## config.mk

```make
export PLATFORM = sky130hd
export DESIGN_NAME = cache_bus_arbiter
export DESIGN_NICKNAME = d
export VERILOG_FILES = /design/src/rtl/cache_bus_arbiter_pkg.sv /design/src/rtl/arb_prio_starve.sv /design/src/rtl/cache_bus_arbiter.sv
export SDC_FILE = /design/constraint.sdc
export NUM_CORES = 1
export LEC_CHECK = 0
export BUFFER_PORTS_ARGS = -buffer_cell sky130_fd_sc_hd__buf_2
export CAP_MARGIN = 20
export CORE_AREA = 3 3 177 179
export DETAILED_ROUTE_END_ITERATION = 10
export DIE_AREA = 0 0 180 182
export PLACE_DENSITY = 0.41
export SKIP_LAST_GASP = 1
export SLEW_MARGIN = 20
export SYNTH_ARGS = -nofsm -noshare
export SYNTH_HDL_FRONTEND = slang
export SYNTH_SLANG_ARGS = --single-unit
export TNS_END_PERCENT = 5
```

## constraint.sdc

```tcl
create_clock -name clk -period 1.4 [get_ports clk]
set_clock_uncertainty 0.15 [all_clocks]
set_input_delay 0.35 -clock clk [delete_from_list [all_inputs] [get_ports clk]]
set_output_delay 0.35 -clock clk [all_outputs]
set_load 0.02 [all_outputs]
```

## src/rtl/cache_bus_arbiter_pkg.sv

```systemverilog
// rtl/cache_bus_arbiter_pkg.sv - shared encodings and defaults for the cache bus arbiter
package cache_bus_arbiter_pkg;

  localparam logic [1:0] ARB_IDLE = 2'd0;
  localparam logic [1:0] ARB_ADDR = 2'd1;
  localparam logic [1:0] ARB_DATA = 2'd2;

  localparam logic ARB_OWN_IC = 1'b0;
  localparam logic ARB_OWN_DC = 1'b1;

  localparam int ARB_BEATS_DEF      = 4;
  localparam int ARB_STARVE_MAX_DEF = 3;

endpackage

```

## src/rtl/arb_prio_starve.sv

```systemverilog
// rtl/arb_prio_starve.sv - dcache-first priority pick with a saturating icache starve counter
module arb_prio_starve
  import cache_bus_arbiter_pkg::*;
#(
  parameter int STARVE_MAX = ARB_STARVE_MAX_DEF
) (
  input  logic clk,
  input  logic rst,
  input  logic ic_req,
  input  logic dc_req,
  input  logic arb_en,
  output logic grant_valid,
  output logic grant_dc
);

  localparam int CNT_W = $clog2(STARVE_MAX + 1);

  logic [CNT_W-1:0] starve_q;
  logic             starved;

  assign starved     = (starve_q == CNT_W'(STARVE_MAX));
  assign grant_valid = arb_en && (ic_req || dc_req);
  assign grant_dc    = dc_req && !(ic_req && starved);

  // The count only moves on an actual grant, so a burst in flight never changes priority.
  always_ff @(posedge clk or negedge rst) begin
    if (!rst) begin
      starve_q <= '0;
    end else if (grant_valid) begin
      if (grant_dc && ic_req) begin
        if (!starved) begin
          starve_q <= starve_q + CNT_W'(1);
        end
      end else begin
        starve_q <= '0;
      end
    end
  end

endmodule

```

## src/rtl/cache_bus_arbiter.sv

```systemverilog
// rtl/cache_bus_arbiter.sv - shares one burst memory port between icache refills and dcache refill/writeback
module cache_bus_arbiter
  import cache_bus_arbiter_pkg::*;
#(
  parameter int ADDR_W     = 64,
  parameter int DATA_W     = 64,
  parameter int BEATS      = ARB_BEATS_DEF,
  parameter int STARVE_MAX = ARB_STARVE_MAX_DEF
) (
  input  logic                     clk,
  input  logic                     rst,
  input  logic                     ic_req_i,
  input  logic [ADDR_W-1:0]        ic_addr_i,
  output logic                     ic_rvalid_o,
  output logic                     ic_done_o,
  input  logic                     dc_req_i,
  input  logic                     dc_we_i,
  input  logic [ADDR_W-1:0]        dc_addr_i,
  input  logic [DATA_W-1:0]        dc_wdata_i,
  output logic [$clog2(BEATS)-1:0] dc_beat_o,
  output logic                     dc_rvalid_o,
  output logic                     dc_done_o,
  output logic [DATA_W-1:0]        rdata_o,
  output logic                     mem_req_o,
  output logic                     mem_we_o,
  output logic [ADDR_W-1:0]        mem_addr_o,
  input  logic                     mem_gnt_i,
  output logic [DATA_W-1:0]        mem_wdata_o,
  input  logic                     mem_beat_i,
  input  logic [DATA_W-1:0]        mem_rdata_i
);

  localparam int BEAT_W = $clog2(BEATS);
  localparam logic [BEAT_W-1:0] LAST_BEAT = BEAT_W'(BEATS - 1);

  logic [1:0]        state_q;
  logic              owner_q;
  logic              we_q;
  logic [ADDR_W-1:0] addr_q;
  logic [BEAT_W-1:0] beat_q;

  logic arb_en;
  logic grant_valid;
  logic grant_dc;
  logic data_beat;
  logic last_beat;

  assign arb_en = (state_q == ARB_IDLE);

  arb_prio_starve #(
    .STARVE_MAX (STARVE_MAX)
  ) u_prio (
    .clk         (clk),
    .rst         (rst),
    .ic_req      (ic_req_i),
    .dc_req      (dc_req_i),
    .arb_en      (arb_en),
    .grant_valid (grant_valid),
    .grant_dc    (grant_dc)
  );

  // Beats outside DATA are ignored entirely; that keeps stray memory strobes from skewing the count.
  assign data_beat = (state_q == ARB_DATA) && mem_beat_i;
  assign last_beat = data_beat && (beat_q == LAST_BEAT);

  always_ff @(posedge clk or negedge rst) begin
    if (!rst) begin
      state_q <= ARB_IDLE;
      owner_q <= ARB_OWN_IC;
      we_q    <= 1'b0;
      addr_q  <= '0;
      beat_q  <= '0;
    end else begin
      case (state_q)
        ARB_IDLE: begin
          if (grant_valid) begin
            owner_q <= grant_dc ? ARB_OWN_DC : ARB_OWN_IC;
            addr_q  <= grant_dc ? dc_addr_i : ic_addr_i;
            we_q    <= grant_dc && dc_we_i;
            state_q <= ARB_ADDR;
          end
        end
        ARB_ADDR: begin
          if (mem_gnt_i) begin
            beat_q  <= '0;
            state_q <= ARB_DATA;
          end
        end
        ARB_DATA: begin
          if (last_beat) begin
            beat_q  <= '0;
            state_q <= ARB_IDLE;
          end else if (data_beat) begin
            beat_q <= beat_q + BEAT_W'(1);
          end
        end
        default: state_q <= ARB_IDLE;
      endcase
    end
  end

  assign mem_req_o   = (state_q == ARB_ADDR);
  assign mem_we_o    = we_q;
  assign mem_addr_o  = addr_q;
  assign mem_wdata_o = dc_wdata_i;
  assign rdata_o     = mem_rdata_i;

  assign ic_rvalid_o = data_beat && !we_q && (owner_q == ARB_OWN_IC);
  assign dc_rvalid_o = data_beat && !we_q && (owner_q == ARB_OWN_DC);
  assign ic_done_o   = last_beat && (owner_q == ARB_OWN_IC);
  assign dc_done_o   = last_beat && (owner_q == ARB_OWN_DC);
  assign dc_beat_o   = (owner_q == ARB_OWN_DC) ? beat_q : '0;

endmodule

```

==> results_dict.tcl, run 1 <==
set metrics [dict create \
    status "complete, but fails checks" \
    violations "setup timing" \
    r2r-end "mem_addr_o[23]$_DFFE_PN0P_" \
    path_cells "nand3b_1 > nor3b_2 > buf_4" \
    ant_nets 0 \
    synth-simple-area-share_pct 13.5 \
    syn_inst 526 \
    hp-start "mem_gnt_i" \
    stdcell_count 1021 \
    io_pins 463 \
    drv_cap 0 \
    synth-warning-count 0 \
    report.final.slew_viol_count 0 \
    ctsRootBufferMaster "clkbuf_16" \
    rsz0062_at_grt "true" \
    layout.nets 892 \
    max_stage_delay_ns 0.37 \
    design.die.area_mm2 0.0328 \
    whs_endpoint "state_q[0]$_DFFE_PN0P_" \
    antenna_found_initial 1 \
    dp_cells 989 \
    grt-busiest-layer "met2" \
    grt_use_total_pct 9.88 \
    drc 0 \
    ir_drop_mv 0.462 \
    clock-sinks 72 \
    worst_pin_slew_ns 0.405 \
    reg2reg_slack_ns -0.25 \
    p_leak_nw 2.70 \
    grt_pass1_wl_mm 25.0 \
    dieWidth_um 180 \
    yosysSeqAreaShare_pct 40.8 \
    cts_tree "done" \
    grt_use_met1_pct 11.3 \
    drtIter0Drc 155 \
    end_kind "output port" \
    relSlewSlack_pct 73.0 \
    synth_seq_cells 72 \
    cp_data_required_time_ns 0.90 \
    crit_slowest_cell "dfrtp_1" \
    path_buf_inv 1 \
    crit_family "simple AND/OR/NAND/NOR gates" \
    htree_levels 3 \
    synth_top_family_by_area "buffers and inverters" \
    die_y_um 182 \
    synth_xor_area_share_pct 0 \
    setup_viol 81 \
    hold_violations 0 \
    wire_per_inst_um 18.4 \
    hp-class "in -> reg" \
    n_antenna_cell 0 \
    met2_usage_pct 15.7 \
    synth_fp_nets 791 \
    coreArea_mm2 0.0297 \
    fin_crit_sh_pct 132 \
    reg2reg_from "state_q[1]$_DFFE_PN0P_" \
    drive_gt1_share_pct 44.5 \
    synthesis.area_mm2 0.00442 \
    p_total_mw 12.5 \
    clkLatencyLatePin_ns 0.33 \
    setup_slack_ns -0.445 \
    numPortBuffers 206 \
    viasPerCell 3.98 \
    crit_type "reg -> out" \
    yosys.cell_types.count 32 \
    clk_pin_slew_ns 0.06 \
    clk_path_buf_depth 2 \
    synth_mux_area_share_pct 0.227 \
    crit_fanout 4 \
    synth_compound_area_share_pct 18.2 \
    place.gp.congestion 0.773 \
    globalRouteOverflowTotal 0 \
    drt-pass1-iter-count 5 \
    timing.fmax_mhz 542 \
    r2r_cells 6 \
    dp_hpwl_mm 12.8 \
    grt_util_met3_pct 4.39 \
    totalWireLength_mm 18.8 \
    p_per_area_mw_per_mm2 2150 \
    areaGrowthSynthToFinish_pct 31.5 \
    cts_buffers 9 \
    grt_pass1_vias 4006 \
    finalCriticalPeriod_ns 1.84 \
    cp-start-kind "register" \
    num_vias 4068 \
    initial_utilization_pct 14.9 \
    syn_area_per_cell_um2 8.40 \
    synth-adder-area-share_pct 0.566 \
    cp.arrival_ns 1.34 \
    min_path_cells 2 \
    grt_start_max_net_pins 45 \
    num_rows 63 \
]
[worst register-to-register path, cell delays in order, from the launching register on]
cell     delay [ns]
dfrtp_1        0.40
buf_6          0.14
buf_4          0.14
nor2_4         0.13
and2_4         0.26
buf_12         0.20
a31oi_1        0.12
[cell usage in the layout, fill, tap and decap left out, drive strengths merged, types with 2 or more instances in the layout]
master	Yosys	layout
clkinv	0	4
dfrtp	72	72
a31oi	64	64
o21ai	2	2
nand2	131	131
nor2	2	2
ha	2	2
nor3b	2	2
nor3	2	2
clkbuf	4	15
a21oi	66	66
and2	3	3
buf	160	247
[synthesized netlist by cell type]
| cell type | n | area [µm²] |
|---|---|---|
| a21o_1 | 1 | 7.51 |
| ha_1 | 2 | 25.0 |
| o21ai_0 | 2 | 10.0 |
| and2_4 | 1 | 8.76 |
| buf_4 | 129 | 968 |
| nor2_1 | 1 | 3.75 |
| a21boi_0 | 1 | 7.51 |
| nor3_1 | 2 | 10.0 |
| nand4b_1 | 1 | 8.76 |
| dfrtp_1 | 72 | 1800 |
| clkbuf_1 | 4 | 15.0 |
| buf_6 | 6 | 67.6 |
| nand2_1 | 131 | 492 |
| and4_1 | 1 | 8.76 |
| nand2b_1 | 1 | 6.26 |
| a31oi_1 | 64 | 400 |
| and2_1 | 2 | 12.5 |
| nor2_4 | 1 | 11.3 |
| inv_1 | 1 | 3.75 |
| a21oi_1 | 66 | 330 |
| nand3b_1 | 1 | 7.51 |
| o211ai_1 | 1 | 7.51 |
| a32o_1 | 1 | 10.0 |
| nor2b_1 | 1 | 6.26 |
| a21bo_2 | 1 | 10.0 |
| or2_1 | 1 | 6.26 |
| nor3b_1 | 2 | 15.0 |
| mux2i_1 | 1 | 10.0 |
| o22ai_1 | 1 | 6.26 |
| buf_2 | 25 | 125 |
| a22o_1 | 1 | 8.76 |
| o31ai_1 | 1 | 7.51 |
[power breakdown]
group / internal, mW / leakage [nW] / switching [mW]
clock: 1.37 / 0.141 / 0.988
sequential: 3.13 / 0.818 / 0.598
combinational: 2.61 / 1.74 / 3.82
total: 7.11 / 2.70 / 5.41
[routing by layer]
metal	vias up	wire [µm]
met5	-	10
met4	2	709
met3	60	1710
met2	235	8960
met1	1918	7370
li1	1853	-
[sequential cells by signal (all words and copies together) (netlist names)]
register	flops
mem_addr_o	64
mem_we_o	1
u_prio.starve_q	2
owner_q	1
state_q	2
beat_q	2
[layout make-up]
| type | instances | area (µm²) |
|---|---|---|
| fill | 3321 | 23900 |
| clock buffer | 9 | 225 |
| timing repair buffer | 254 | 1730 |
| sequential | 72 | 1800 |
| tap | 390 | 488 |
| multi-input combinational | 289 | 1500 |
| clock inverter | 6 | 61.3 |
| inverter | 1 | 3.75 |
[metrics by stage]
| stage | instance area (µm²) | util, % | hold slack, ns | TNS [ns] | setup WS [ns] |
|---|---|---|---|---|---|
| after floorplan | 4430 | - | -0.0956 | -7.88 | -0.227 |
| after global placement | 5190 | 17.5 | 0.208 | -13.73 | -0.222 |
| after detailed placement | 5190 | 17.5 | 0.200 | -14.65 | -0.264 |
| after CTS | 5540 | 18.6 | 0.0570 | -16.96 | -0.447 |
| after global routing | 5810 | 19.6 | 0.0762 | -24.43 | -0.561 |
| final | 5810 | 19.6 | 0.0802 | -17.69 | -0.445 |
[logic make-up (layout without fill, tap and decap cells)]
logic type                 Yosys count  count (layout)
DFF                                 72              72
adders and majority gates            2               2
AOI/OAI and AO/OA                  140             140
muxes                                1               1
and+or+nand+nor                    146             146
buffers and inverters              165             270
[how the worst max path moves through the flow]
stage,startpoint,endpoint,slack [ns],depth (start not counted)
finish,state_q[0]$_DFFE_PN0P_,ic_done_o,-0.44,3
global route,state_q[0]$_DFFE_PN0P_,ic_done_o,-0.56,3
floorplan,state_q[0]$_DFFE_PN0P_,ic_done_o,-0.23,2
detailed placement,u_prio.starve_q[0]$_DFFE_PN0P_,mem_addr_o[31]$_DFFE_PN0P_,-0.26,6
CTS,state_q[0]$_DFFE_PN0P_,ic_done_o,-0.45,3
global placement,u_prio.starve_q[0]$_DFFE_PN0P_,mem_addr_o[31]$_DFFE_PN0P_,-0.22,6
[timing repair]
item                                   4_1_cts  5_1_grt
setup endpoints to repair                  125      141
gates cloned                                 0        7
hold buffers                                 1        0
pin swaps                                    2        4
endpoints found under the hold margin       72        0
setup buffers                                2        7
gates resized for setup                     13        7
Note: power is estimated with default switching activity, not from simulation.
==> run 2, diff against run 1 <==
==> constraint.sdc (replaced) <==
create_clock -name clk -period 1.4 [get_ports clk]
set_clock_uncertainty 0.15 [all_clocks]
set_input_delay 0.35 -clock clk [delete_from_list [all_inputs] [get_ports clk]]
set_output_delay 0.35 -clock clk [all_outputs]
set_load 0.05 [all_outputs]
==> results_dict.tcl, run 2 (synthesized netlist as in run 1, its figures left out) <==
set metrics [dict create \
    ant_nets 0 \
    min_path_cells 2 \
    fin_crit_sh_pct 138 \
    p_total_mw 14.9 \
    hp-start "mem_gnt_i" \
    finalCoreUtilization_pct 19.3 \
    drive_gt1_share_pct 44.7 \
    clock-sinks 72 \
    cp_data_required_time_ns 0.90 \
    clkLatencyLatePin_ns 0.34 \
    final_cell_mix "198 x buf_2, 131 x nand2_1, 70 x dfrtp_1" \
    crit_slowest_cell "dfrtp_2" \
    htree_levels 3 \
    whs_endpoint "state_q[0]$_DFFE_PN0P_" \
    clk_pin_slew_ns 0.07 \
    path_cells "nand3b_1 > buf_6 > nor3b_4 > buf_6" \
    grt_pass1_wl_mm 24.7 \
    dieWidth_um 180 \
    max_stage_delay_ns 0.41 \
    io_pins 463 \
    clkPwrFrac_pct 15.2 \
    r2r_cells 6 \
    net-switching-power_mw 7.77 \
    crit_family "flip-flops" \
    initial_utilization_pct 14.9 \
    die_y_um 182 \
    relSlewSlack_pct 79.5 \
    p_leak_nw 2.63 \
    sequentialPowerShare_pct 25.3 \
    num_rows 63 \
    path_buf_inv 2 \
    ir_drop_mv 0.936 \
    globalRouteOverflowTotal 0 \
    hold_violations 0 \
    drtIter0Drc 161 \
    coreArea_mm2 0.0297 \
    design.die.area_mm2 0.0328 \
    r2r-end "mem_addr_o[50]$_DFFE_PN0P_" \
    final_common_cell "buf_2" \
    cellInternalPower_mw 7.16 \
    crit_fanout 4 \
    reg2reg_slack_ns -0.29 \
    reg2reg_from "state_q[1]$_DFFE_PN0P_" \
    cp-start-kind "register" \
    status "complete, but fails checks" \
    violations "setup timing" \
    fin_setup_tns_ns -23.85 \
    setup_slack_ns -0.533 \
    worst_pin_slew_ns 0.310 \
    grt_pass1_vias 3901 \
    end_kind "output port" \
    num_vias 4008 \
    cp.arrival_ns 1.43 \
    finalCriticalPeriod_ns 1.93 \
    drv_cap 0 \
    grt_start_max_net_pins 45 \
    largest_register_ffs 64 \
    report.final.slew_viol_count 0 \
    wire_per_inst_um 17.3 \
    path_common_cell "buf_6" \
    drt-pass1-iter-count 4 \
    crit_type "reg -> out" \
    cts_buffers 9 \
    viasPerCell 3.95 \
    p_comb_share_pct 59.5 \
    switching_share_pct 52.0 \
    areaGrowthSynthToFinish_pct 29.8 \
    cts_tree "done" \
    hp-class "in -> reg" \
    n_antenna_cell 0 \
    setup_viol 141 \
    grt_use_total_pct 9.74 \
    timing.fmax_mhz 517 \
    stdcell_count 1014 \
    drc 0 \
    dp_cells 986 \
    numPortBuffers 206 \
    rsz0062_at_grt "true" \
    totalWireLength_mm 17.5 \
    ctsRootBufferMaster "clkbuf_16" \
    layout.nets 884 \
    antenna_found_initial 0 \
    p_per_area_mw_per_mm2 2600 \
    dp_hpwl_mm 12.6 \
    clk_path_buf_depth 2 \
    place.gp.congestion 0.796 \
]
==> run 2: how the worst max path moves through the flow <==
stage,start,to,slack (ns),depth (start not counted)
after CTS,state_q[0]$_DFFE_PN0P_,ic_done_o,-0.54,4
after detailed placement,state_q[0]$_DFFE_PN0P_,dc_rvalid_o,-0.26,4
after floorplan,state_q[0]$_DFFE_PN0P_,dc_rvalid_o,-0.47,2
after global routing,state_q[0]$_DFFE_PN0P_,dc_rvalid_o,-0.61,4
final,state_q[0]$_DFFE_PN0P_,ic_done_o,-0.53,4
after global placement,state_q[0]$_DFFE_PN0P_,dc_rvalid_o,-0.26,4
==> run 2: layout make-up <==
cell class / count / area (µm²)
inverter: 1 / 3.75
multi-input combinational: 289 / 1530
clock buffer: 10 / 239
timing repair buffer: 246 / 1630
fill: 3368 / 24000
clock inverter: 6 / 43.8
sequential: 72 / 1800
tap: 390 / 488
==> run 2: power groups by stage <==
| stage | sequential (mW) | combinational (mW) | clock [mW] |
|---|---|---|---|
| floorplan | 7.04 | 3.35 | 0 |
| global placement | 3.80 | 8.06 | 0 |
| detailed placement | 3.81 | 8.06 | 0 |
| CTS | 3.79 | 8.32 | 2.42 |
| global route | 3.92 | 9.38 | 2.48 |
| finish | 3.78 | 8.89 | 2.27 |
==> run 2: what timing repair did <==
| action | in CTS | in global routing |
|---|---|---|
| hold buffers | 1 | 0 |
| gates resized for setup | 28 | 18 |
| pin swaps | 2 | 3 |
| hold endpoints to repair | 72 | 0 |
| setup endpoints to repair | 141 | 141 |
| cloned | 0 | 4 |
| setup buffers | 5 | 5 |
==> run 2: worst reg2reg max path: cells and delay by family (launching register included) <==
kind                   cells  cell delay [ns]
buffers and inverters      3             0.44
AO/OA/AOI/OAI              1             0.12
AND/OR/NAND/NOR            2             0.44
flip-flops                 1             0.41
==> run 2: metal layers <==
metal,global-route usage [%],vias to the layer above,wire length [µm]
met5,0,-,0
met2,15.6,227,8190
met4,4.33,0,587
met1,11.2,1885,6940
met3,4.41,56,1810
li1,-,1840,-
==> run 2: through the flow <==
step,setup WS (ns),hold WS [ns],area (µm²)
global placement,-0.262,0.0633,5130
global route,-0.612,0.0741,5740
floorplan,-0.470,-0.0956,4450
CTS,-0.542,0.0616,5550
detailed placement,-0.257,0.0610,5130
finish,-0.533,0.0774,5740
